<file path="config.mk">
export PLATFORM = sky130hd
export DESIGN_NAME = alu_operand_sequencer
export DESIGN_NICKNAME = d
export VERILOG_FILES = /design/src/rtl/alu_seq_pkg.sv /design/src/rtl/alu_operand_sequencer.sv
export SDC_FILE = /design/constraint.sdc
export NUM_CORES = 1
export LEC_CHECK = 0
export CORE_MARGIN = 3
export CORE_UTILIZATION = 52
export CTS_CLUSTER_DIAMETER = 80
export CTS_CLUSTER_SIZE = 25
export DETAILED_ROUTE_END_ITERATION = 10
export PLACE_DENSITY = 0.85
export SLEW_MARGIN = 30
export SYNTH_ARGS = -nofsm -noshare
export SYNTH_HDL_FRONTEND = slang
export SYNTH_SLANG_ARGS = --single-unit
</file>
<file path="constraint.sdc">
create_clock -name clk -period 2.9 [get_ports clk]
set_clock_uncertainty 0.05 [all_clocks]
set_input_delay 0.29 -clock clk [delete_from_list [all_inputs] [get_ports clk]]
set_output_delay 0.29 -clock clk [all_outputs]
set_load 0.02 [all_outputs]
</file>
<file path="src/rtl/alu_seq_pkg.sv">
// Shared definitions for alu_operand_sequencer.
// Holds the FSM state encoding, the operand/carry/result widths and the
// bit positions inside the flags byte. The S_CHK state exists only when
// ALU_SEQ_CHK_EN is defined.
package alu_seq_pkg;

  localparam int unsigned OPW   = 8;            // operand / stream byte width
  localparam int unsigned COUTW = 3;            // ALU carry-out width
  localparam int unsigned RESW  = OPW + COUTW;  // registered result width (11)

  // Flags byte layout: bit 0 is carry-in, bits 7:1 are reserved (must be 0)
  localparam int unsigned FLAG_CIN_BIT  = 0;
  localparam int unsigned FLAG_RSVD_LSB = 1;
  localparam int unsigned FLAG_RSVD_MSB = 7;

  typedef enum logic [2:0] {
    S_A,
    S_B,
    S_F,
    S_EXEC,
    S_HI,
    S_LO
`ifdef ALU_SEQ_CHK_EN
    , S_CHK
`endif
  } state_t;

endpackage

</file>
<file path="src/rtl/alu_operand_sequencer.sv">
// alu_operand_sequencer
// Collects an operand byte A, an operand byte B and a flags byte from an
// inbound valid/ready stream, presents them as registered operands to an
// external combinational ALU, waits EXEC_WAIT cycles, captures the 11-bit
// result and emits it as two bytes (high then low) on an outbound
// valid/ready stream.
//
// Optional feature (macro ALU_SEQ_CHK_EN): a third output byte carrying
// hi ^ lo ^ A ^ B ^ flags.
//
// Ports:
//   clk, rst_n            clock, asynchronous active-low reset
//   in_data/in_valid/in_ready    inbound byte stream (A, B, flags)
//   abort                 synchronous transaction cancel
//   alu_a/alu_b/alu_cin   registered ALU operands
//   alu_sum/alu_cout      combinational ALU result
//   out_data/out_valid/out_ready outbound result bytes
//   busy                  high in every state but S_A
//   flag_err              sticky: a flags byte had reserved bits set
//   txn_count             completed transactions (wraps)
module alu_operand_sequencer
  import alu_seq_pkg::*;
#(
  parameter int unsigned EXEC_WAIT = 1
) (
  input  logic             clk,
  input  logic             rst_n,
  input  logic [OPW-1:0]   in_data,
  input  logic             in_valid,
  output logic             in_ready,
  input  logic             abort,
  output logic [OPW-1:0]   alu_a,
  output logic [OPW-1:0]   alu_b,
  output logic             alu_cin,
  input  logic [OPW-1:0]   alu_sum,
  input  logic [COUTW-1:0] alu_cout,
  output logic [OPW-1:0]   out_data,
  output logic             out_valid,
  input  logic             out_ready,
  output logic             busy,
  output logic             flag_err,
  output logic [7:0]       txn_count
);

  state_t          state_q;
  logic [3:0]      cnt_q;
  logic [OPW-1:0]  alu_a_q;
  logic [OPW-1:0]  alu_b_q;
  logic            alu_cin_q;
  logic [RESW-1:0] res_q;
  logic [OPW-1:0]  out_data_q;
  logic            out_valid_q;
  logic            flag_err_q;
  logic [7:0]      txn_q;
`ifdef ALU_SEQ_CHK_EN
  logic [OPW-1:0]  chk_q;
`endif

  logic            accept;

  // in_ready is gated by rst_n so it reads low while reset is held
  assign in_ready  = rst_n && (state_q == S_A || state_q == S_B || state_q == S_F);
  assign accept    = in_valid && in_ready;
  assign busy      = (state_q != S_A);
  assign alu_a     = alu_a_q;
  assign alu_b     = alu_b_q;
  assign alu_cin   = alu_cin_q;
  assign out_data  = out_data_q;
  assign out_valid = out_valid_q;
  assign flag_err  = flag_err_q;
  assign txn_count = txn_q;

  always_ff @(posedge clk or negedge rst_n) begin
    if (!rst_n) begin
      state_q     <= S_A;
      cnt_q       <= '0;
      alu_a_q     <= '0;
      alu_b_q     <= '0;
      alu_cin_q   <= 1'b0;
      res_q       <= '0;
      out_data_q  <= '0;
      out_valid_q <= 1'b0;
      flag_err_q  <= 1'b0;
      txn_q       <= '0;
`ifdef ALU_SEQ_CHK_EN
      chk_q       <= '0;
`endif
    end else if (abort) begin
      // Abort beats any same-cycle transfer; operands and status are kept
      state_q     <= S_A;
      out_valid_q <= 1'b0;
    end else begin
      case (state_q)
        S_A: if (accept) begin
          alu_a_q <= in_data;
`ifdef ALU_SEQ_CHK_EN
          chk_q   <= in_data;
`endif
          state_q <= S_B;
        end
        S_B: if (accept) begin
          alu_b_q <= in_data;
`ifdef ALU_SEQ_CHK_EN
          chk_q   <= chk_q ^ in_data;
`endif
          state_q <= S_F;
        end
        S_F: if (accept) begin
          alu_cin_q <= in_data[FLAG_CIN_BIT];
          if (|in_data[FLAG_RSVD_MSB:FLAG_RSVD_LSB]) flag_err_q <= 1'b1;
`ifdef ALU_SEQ_CHK_EN
          chk_q     <= chk_q ^ in_data;
`endif
          cnt_q     <= 4'(EXEC_WAIT - 1);
          state_q   <= S_EXEC;
        end
        S_EXEC: begin
          if (cnt_q == '0) begin
            res_q       <= {alu_cout, alu_sum};
            out_data_q  <= {{(OPW-COUTW){1'b0}}, alu_cout};
            out_valid_q <= 1'b1;
            state_q     <= S_HI;
          end else begin
            cnt_q <= cnt_q - 4'd1;
          end
        end
        S_HI: if (out_ready) begin
          out_data_q <= res_q[OPW-1:0];
          state_q    <= S_LO;
        end
        S_LO: if (out_ready) begin
`ifdef ALU_SEQ_CHK_EN
          out_data_q <= chk_q ^ res_q[OPW-1:0] ^ {{(OPW-COUTW){1'b0}}, res_q[RESW-1:OPW]};
          state_q    <= S_CHK;
`else
          out_valid_q <= 1'b0;
          txn_q       <= txn_q + 8'd1;
          state_q     <= S_A;
`endif
        end
`ifdef ALU_SEQ_CHK_EN
        S_CHK: if (out_ready) begin
          out_valid_q <= 1'b0;
          txn_q       <= txn_q + 8'd1;
          state_q     <= S_A;
        end
`endif
        default: state_q <= S_A;
      endcase
    end
  end

endmodule

</file>
==> key figures, run 1 <==
Die
  • Die area: 5320 µm²
  • Total core area: 4170 µm²
  • Initial core utilization: 55.8%
  • Height of the die: 72.9 µm
  • Die X: 72.9 µm
  • IO Count: 61
  • Row count: 23

Placement
  • Post-Place Worst Slack: 0.538 ns
  • Hpwl dp: 3380 µm
  • IO Port Bufs: 60
  • Post-Place Cells: 284
  • Placer congestion estimate: 0.766

Min path
  • Hold Crit Start: flag_err$_DFFE_PN0P_
  • Hold Path Depth: 1
  • Hold Path End: flag_err$_DFFE_PN0P_
  • Hold WC Path Type: reg2reg

Clock tree
  • Clock latency at the later pin of the worst-skew pair: 0.30 ns
  • Clk sink count: 50
  • Clock-pin slew on the worst setup and hold paths: 0.08 ns
  • Max clock buf depth: 2
  • Post-CTS Resized: 0
  • CTS tree: done
  • CTS H-Tree Depth: 2
  • Root buf cell: clkbuf_8
  • CTS buffer count: 5

GRT
  • Total GRT Usage: 19.2%
  • Antenna violations before repair: 0
  • Largest net degree at the start of global routing: 34
  • First-pass GRT wire length: 7960 µm
  • Number of global-route vias before repair: 1617
  • Gr ovfl total: 0

Logic synthesis
  • Yosys reg bits: 50
  • Syn_nets: 205
  • Number of synthesized flops with an enable pin: 0
  • Synthesized area: 2330 µm²
  • XOR/XNOR Fraction of Synth Area: 2.63%
  • Simple-gate share of the synthesized area: 13.1%
  • Yosys top cell by area: dfrtp_1
  • Synthesized area per cell: 13.1 µm²
  • Largest family of logic cells by synthesized area: multiplexers
  • Synth Area in Compound Gates: 6.82%
  • Synth Area in Adders: 1.61%
  • Post-synthesis sequential area ratio: 53.7%
  • Async SR Flop Fraction: 100%
  • Post-synthesis cell type count: 42
  • Synth area leaders: dfrtp_1, mux2_4, mux2_2, xor2_1, a22o_1
  • Mux cell area share after synthesis: 19.3%
  • Synth Instances: 178
  • Ys Warns: 0
  • Synth Flop Type: dfrtp_1
  • Yosys top cell area share: 53.7%

Timing
  • Fin crit period: 2.36 ns
  • Setup slack after layout: 0.542 ns
  • Slew @ Worst Pin: 0.476 ns
  • Highest clock rate: 424 MHz
  • Final setup fails: 0
  • Final period utilization: 81.3%
  • Setup_tns: 0 ns
  • Hold Vio Cnt, Final: 0
  • Final number of max-transition violations: 0
  • Slew HR: 68.3%
  • RSZ-0062 raised after global routing: no

Layout
  • Fin cells: 293
  • Final Util: 73.8%
  • Area grow syn2layout: 32.2%
  • Ant. Diodes: 0
  • Fin nets: 269
  • Layout cell share with drive strength beyond 1: 19.8%

Flow run
  • MaxCap Viol Count: 0

Power and ir drop
  • Peak supply drop: 0.330 mV
  • Design Power: 1.78 mW
  • Pwr/cell area: 577 nW/µm²
  • Leakage power: 1.42 nW

Route
  • Avg Vias per Cell: 5.59
  • DRC: 0
  • Final antenna-violating net count: 0
  • Detailed Routing Iterations Pass 1: 4
  • Wirelength, routed: 4640 µm
  • Total number of vias: 1639
  • Drt wl/cell: 15.8 µm
  • DRT iter0 DRCs: 114

Critical path
  • CP Launch Type: input pin
  • Worst r2r dst: alu_a[0]$_DFFE_PN0P_
  • CP endpoint kind: output pin
  • Worst Path Arrival: 2.02 ns
  • Worst R2R Start: state_q[0]$_DFFE_PN0P_
  • R2R Setup Slk: 0.84 ns
  • Critical Path Fanout Max: 22
  • WP data required: 2.56 ns
  • CP Class: in2out
  • R2R cell count: 3

Outcome
  • Status: complete, no violations
## cells in the mapped netlist, types with 2 or more instances
cell,n
a21oi_1,4
a22o_1,5
a31oi_1,2
and4bb_2,2
buf_6,2
dfrtp_1,50
ha_1,3
inv_1,6
mux2_2,16
mux2_4,16
mux2i_1,3
nand2_1,9
nand2b_1,3
nand3_1,4
nor2_1,3
nor3_1,5
nor3b_1,2
nor4_1,5
o21ai_0,6
o21bai_1,2
or3_1,3
xor2_1,7
## cells in the final DEF (no fill, tap or decap), types with 2 or more instances in the layout
master and instances:
mux2_2 16, clkdlybuf4s50_1 59, nand2_1 9, nor3_1 5, nor3b_1 2, xor2_1 7
buf_4 2, mux2i_1 3, nand3_1 4, a21oi_1 4, o21bai_1 2, ha_1 3
nor4_1 5, or3_1 3, clkbuf_8 5, a22o_1 5, a31oi_1 2, nor2_1 3
o21ai_0 6, inv_1 6, mux2_4 16, and4bb_2 2, dfrtp_1 50, nand2b_1 3
## how the worst max path moves through the flow
stage / start / end / cells past startpoint
6_report: rst_n / in_ready / 6
5_1_grt: rst_n / in_ready / 6
4_1_cts: rst_n / in_ready / 6
3_5_place_dp: abort / alu_a[4]$_DFFE_PN0P_ / 4
3_3_place_gp: abort / alu_a[1]$_DFFE_PN0P_ / 4
2_1_floorplan: state_q[0]$_DFFE_PN0P_ / alu_a[0]$_DFFE_PN0P_ / 4
## metrics by stage
| stage | instance area (µm²) | hold slack, ns |
|---|---|---|
| floorplan | 2330 | -0.0556 |
| global placement | 2960 | 0.250 |
| detailed placement | 2960 | 0.243 |
| CTS | 3080 | 0.423 |
| global route | 3080 | 0.438 |
| finish | 3080 | 0.423 |
## sequential cells by signal, summed over array words and instances (netlist names)
signal	count
alu_cin	1
cnt_q	4
alu_a	8
txn_count	8
out_valid	1
res_q	8
state_q	3
alu_b	8
flag_err	1
out_data	8
## worst max-delay path, stage by stage
cell and delay, ns:
dlygate4sd3_1 0.52, buf_2 0.11, buf_4 0.27, nand2b_1 0.09
a21oi_1 0.12, clkdlybuf4s50_1 0.62
## cell type report
class | count | area (µm²)
Clock buffer | 6 | 72.6
Multi-Input combinational cell | 116 | 1010
Sequential cell | 50 | 1250
Inverter | 6 | 22.5
Timing Repair Buffer | 63 | 621
Tap cell | 50 | 62.6
Fill cell | 283 | 1090
Clock inverter | 2 | 37.5
## cells by family (layout without fill, tap and decap cells)
logic type,after synthesis,in the layout
xor+xnor,7,7
compound gates,23,23
simple gates,48,48
buf+inv,12,77
mux,35,35
flops,50,50
fa+ha+maj,3,3
## power breakdown
group          switching (mW)  internal [mW]  leakage, nW
registers              0.0552          0.777        0.663
logic                   0.202          0.260        0.701
clock network           0.228          0.257       0.0514
total                   0.484           1.29         1.42
## layer usage
metal  vias to the layer above  global-route usage [%]  part of all wire (%)
met5                         -                       0                     0
met4                         0                    4.92                  0.99
met3                         7                    5.23                   6.4
met2                        52                    27.6                    45
met1                       803                    28.9                    48
li1                        777                       -                     -
## timing repair
| item | in CTS | in global routing |
|---|---|---|
| hold endpoints to repair | 17 | 0 |
| hold buffers | 1 | 0 |
| buffers inserted | 0 | 0 |
| endpoints found under the setup margin | 0 | 0 |
No activity file was read; power rests on OpenSTA's default activity.
==> inputs of run 2 (changes only) <==
CORE_UTILIZATION = 44   (was 52)
PLACE_DENSITY = 0.76   (was 0.85)
clock period = 1.9 ns   (was 2.9 ns; I/O delays follow)
==> run 2 against run 1 <==
Sequential power rose by 53%. Flip-flop and latch count stayed put. Largest cell class unchanged. Count of clock-buffer cells in the layout stayed put. Power grew 53%. Critical path type is now in2reg. Non-clock buffer count grew 16.
==> key figures, run 2 (synthesized netlist as in run 1, its figures left out) <==
Outcome
  • Status: complete, no violations

Placement
  • Placed cell areas: 3110 µm² (+5.2%)
  • Post-Place Worst Slack: -0.144 ns (-0.682 ns)
  • Hpwl dp: 3640 µm (+7.8%)
  • Placer congestion estimate: 0.819 (+6.9%)
  • IO Port Bufs: 60 (unchanged)
  • Post-Place Cells: 317 (+12%)

Layout
  • Fin nets: 285 (+5.9%)
  • Layout cell share with drive strength beyond 1: 24.7% (+5.0 points)
  • Most frequent cells in the layout: clkdlybuf4s50_1, dfrtp_1, buf_4
  • Most common cell after layout, fill and taps aside: clkdlybuf4s50_1
  • Ant. Diodes: 0 (unchanged)
  • Fin cells: 326 (+11%)
  • Final Util: 65.8% (-8.0 points)
  • Finished layout cell area: 3230 µm² (+5.0%)
  • Area grow syn2layout: 38.8%
  • Number of fill cells: 384 (+36%)

Power and ir drop
  • Pwr/cell area: 843 nW/µm² (+46%)
  • Leakage power: 1.50 nW (+6.2%)
  • Design Power: 2.73 mW (+53%)
  • Peak supply drop: 0.370 mV (+12%)

Timing
  • Setup slack after layout: 0.0540 ns (-0.488 ns)
  • Fin crit period: 1.85 ns
  • Highest clock rate: 542 MHz
  • Slew HR: 72.3% (+4.1 points)
  • Setup_tns: 0 ns (unchanged)
  • Hold Vio Cnt, Final: 0 (unchanged)
  • Hold slack: 0.208 ns (-0.215 ns)
  • Final number of max-transition violations: 0 (unchanged)
  • Slew @ Worst Pin: 0.414 ns (-0.0624 ns)
  • Final setup fails: 0 (unchanged)
  • Final period utilization: 97.2%
  • RSZ-0062 raised after global routing: no

GRT
  • Total GRT Usage: 16.2% (-3.0 points)
  • Gr ovfl total: 0 (unchanged)
  • First-pass GRT wire length: 7930 µm (-0.43%)
  • Antenna violations before repair: 0 (unchanged)
  • Largest net degree at the start of global routing: 35 (+2.9%)
  • Number of global-route vias before repair: 1667 (+3.1%)

Clock tree
  • Post-CTS Setup Repair Bufs: 0 (unchanged)
  • CTS buffer count: 5 (unchanged)
  • Clk sink count: 50 (unchanged)
  • Max clock buf depth: 2 (unchanged)
  • CTS H-Tree Depth: 2 (unchanged)
  • Root buf cell: clkbuf_8
  • Clock-pin slew on the worst setup and hold paths: 0.08 ns (about the same)
  • CTS tree: done
  • Clock latency at the later pin of the worst-skew pair: 0.30 ns (about the same)

Die
  • Die area: 6200 µm² (+17%)
  • Total core area: 4910 µm² (+18%)
  • Die X: 78.8 µm (+8.0%)
  • Initial core utilization: 47.4% (-8.4 points)
  • Height of the die: 78.8 µm (+8.0%)
  • Row count: 25 (+8.7%)
  • IO Count: 61 (unchanged)

Route
  • DRT iter0 DRCs: 42 (-63%)
  • Detailed Routing Iterations Pass 1: 4 (unchanged)
  • Drt wl/cell: 14.7 µm (-7.3%)
  • DRC: 0 (unchanged)
  • Total number of vias: 1658 (+1.2%)
  • Avg Vias per Cell: 5.09 (-9.1%)
  • Final antenna-violating net count: 0 (unchanged)
  • Wirelength, routed: 4780 µm (+3.1%)

Min path
  • Hold WC Path Type: in2async

Critical path
  • CP Launch Type: input pin
  • Worst R2R Start: state_q[1]$_DFFE_PN0P_
  • CP Class: in2reg
  • R2R cell count: 3 (unchanged)
  • Worst r2r dst: cnt_q[2]$_DFFE_PN0P_
  • CP startpoint: rst_n
  • Worst Path Arrival: 1.98 ns (-0.04 ns)
  • WP data required: 2.03 ns (-0.53 ns)
  • CP endpoint kind: flip-flop
  • R2R Setup Slk: 0.11 ns (-0.73 ns)
  • Setup crit end: alu_a[4]$_DFFE_PN0P_
  • Critical Path Fanout Max: 8 (-64%)

Flow run
  • MaxCap Viol Count: 0 (unchanged)
## run 2: area by class of cell
type	count	area [µm²]	area share (%)
clock buffers	6	72.6	2.24
clock inverters	2	37.5	1.16
inverters	6	22.5	0.697
multi-input cells	116	1010	31.3
flip-flops and latches	50	1250	38.7
well taps	67	83.8	2.59
repair buffers	79	753	23.3
## run 2: how the worst min path moves through the flow
stage	to	slack, ns	cells past startpoint
final	state_q[0]$_DFFE_PN0P_	0.21	2
after global routing	state_q[0]$_DFFE_PN0P_	0.20	2
after CTS	state_q[0]$_DFFE_PN0P_	0.19	2
after detailed placement	state_q[0]$_DFFE_PN0P_	-0.03	1
after global placement	state_q[0]$_DFFE_PN0P_	-0.03	1
after floorplan	alu_a[0]$_DFFE_PN0P_	-0.16	0
## run 2: per-layer routing
metal | vias to the layer above | GRT usage, % | part of all wire [%]
met4 | 0 | 3.67 | 0.92
met2 | 50 | 26.0 | 47
met5 | - | 0 | 0
met1 | 799 | 21.9 | 46
met3 | 6 | 4.54 | 5.9
li1 | 803 | - | -
## run 2: worst max-delay path, stage by stage
cell           delay (ns)
dlygate4sd3_1        0.52
clkbuf_4             0.18
nand2_1              0.10
or4_1                0.47
buf_4                0.21
mux2_4               0.30
## run 2: timing repair
action | 4_1_cts | 5_1_grt
hold buffers | 1 | 0
setup endpoints to repair | 2 | 8
resized for setup | 2 | 1
hold endpoints to repair | 25 | 0
## run 2: report_power, final
part           switching (mW)  internal, mW
Clock                   0.336         0.393
Combinational           0.316         0.412
Sequential             0.0814          1.19
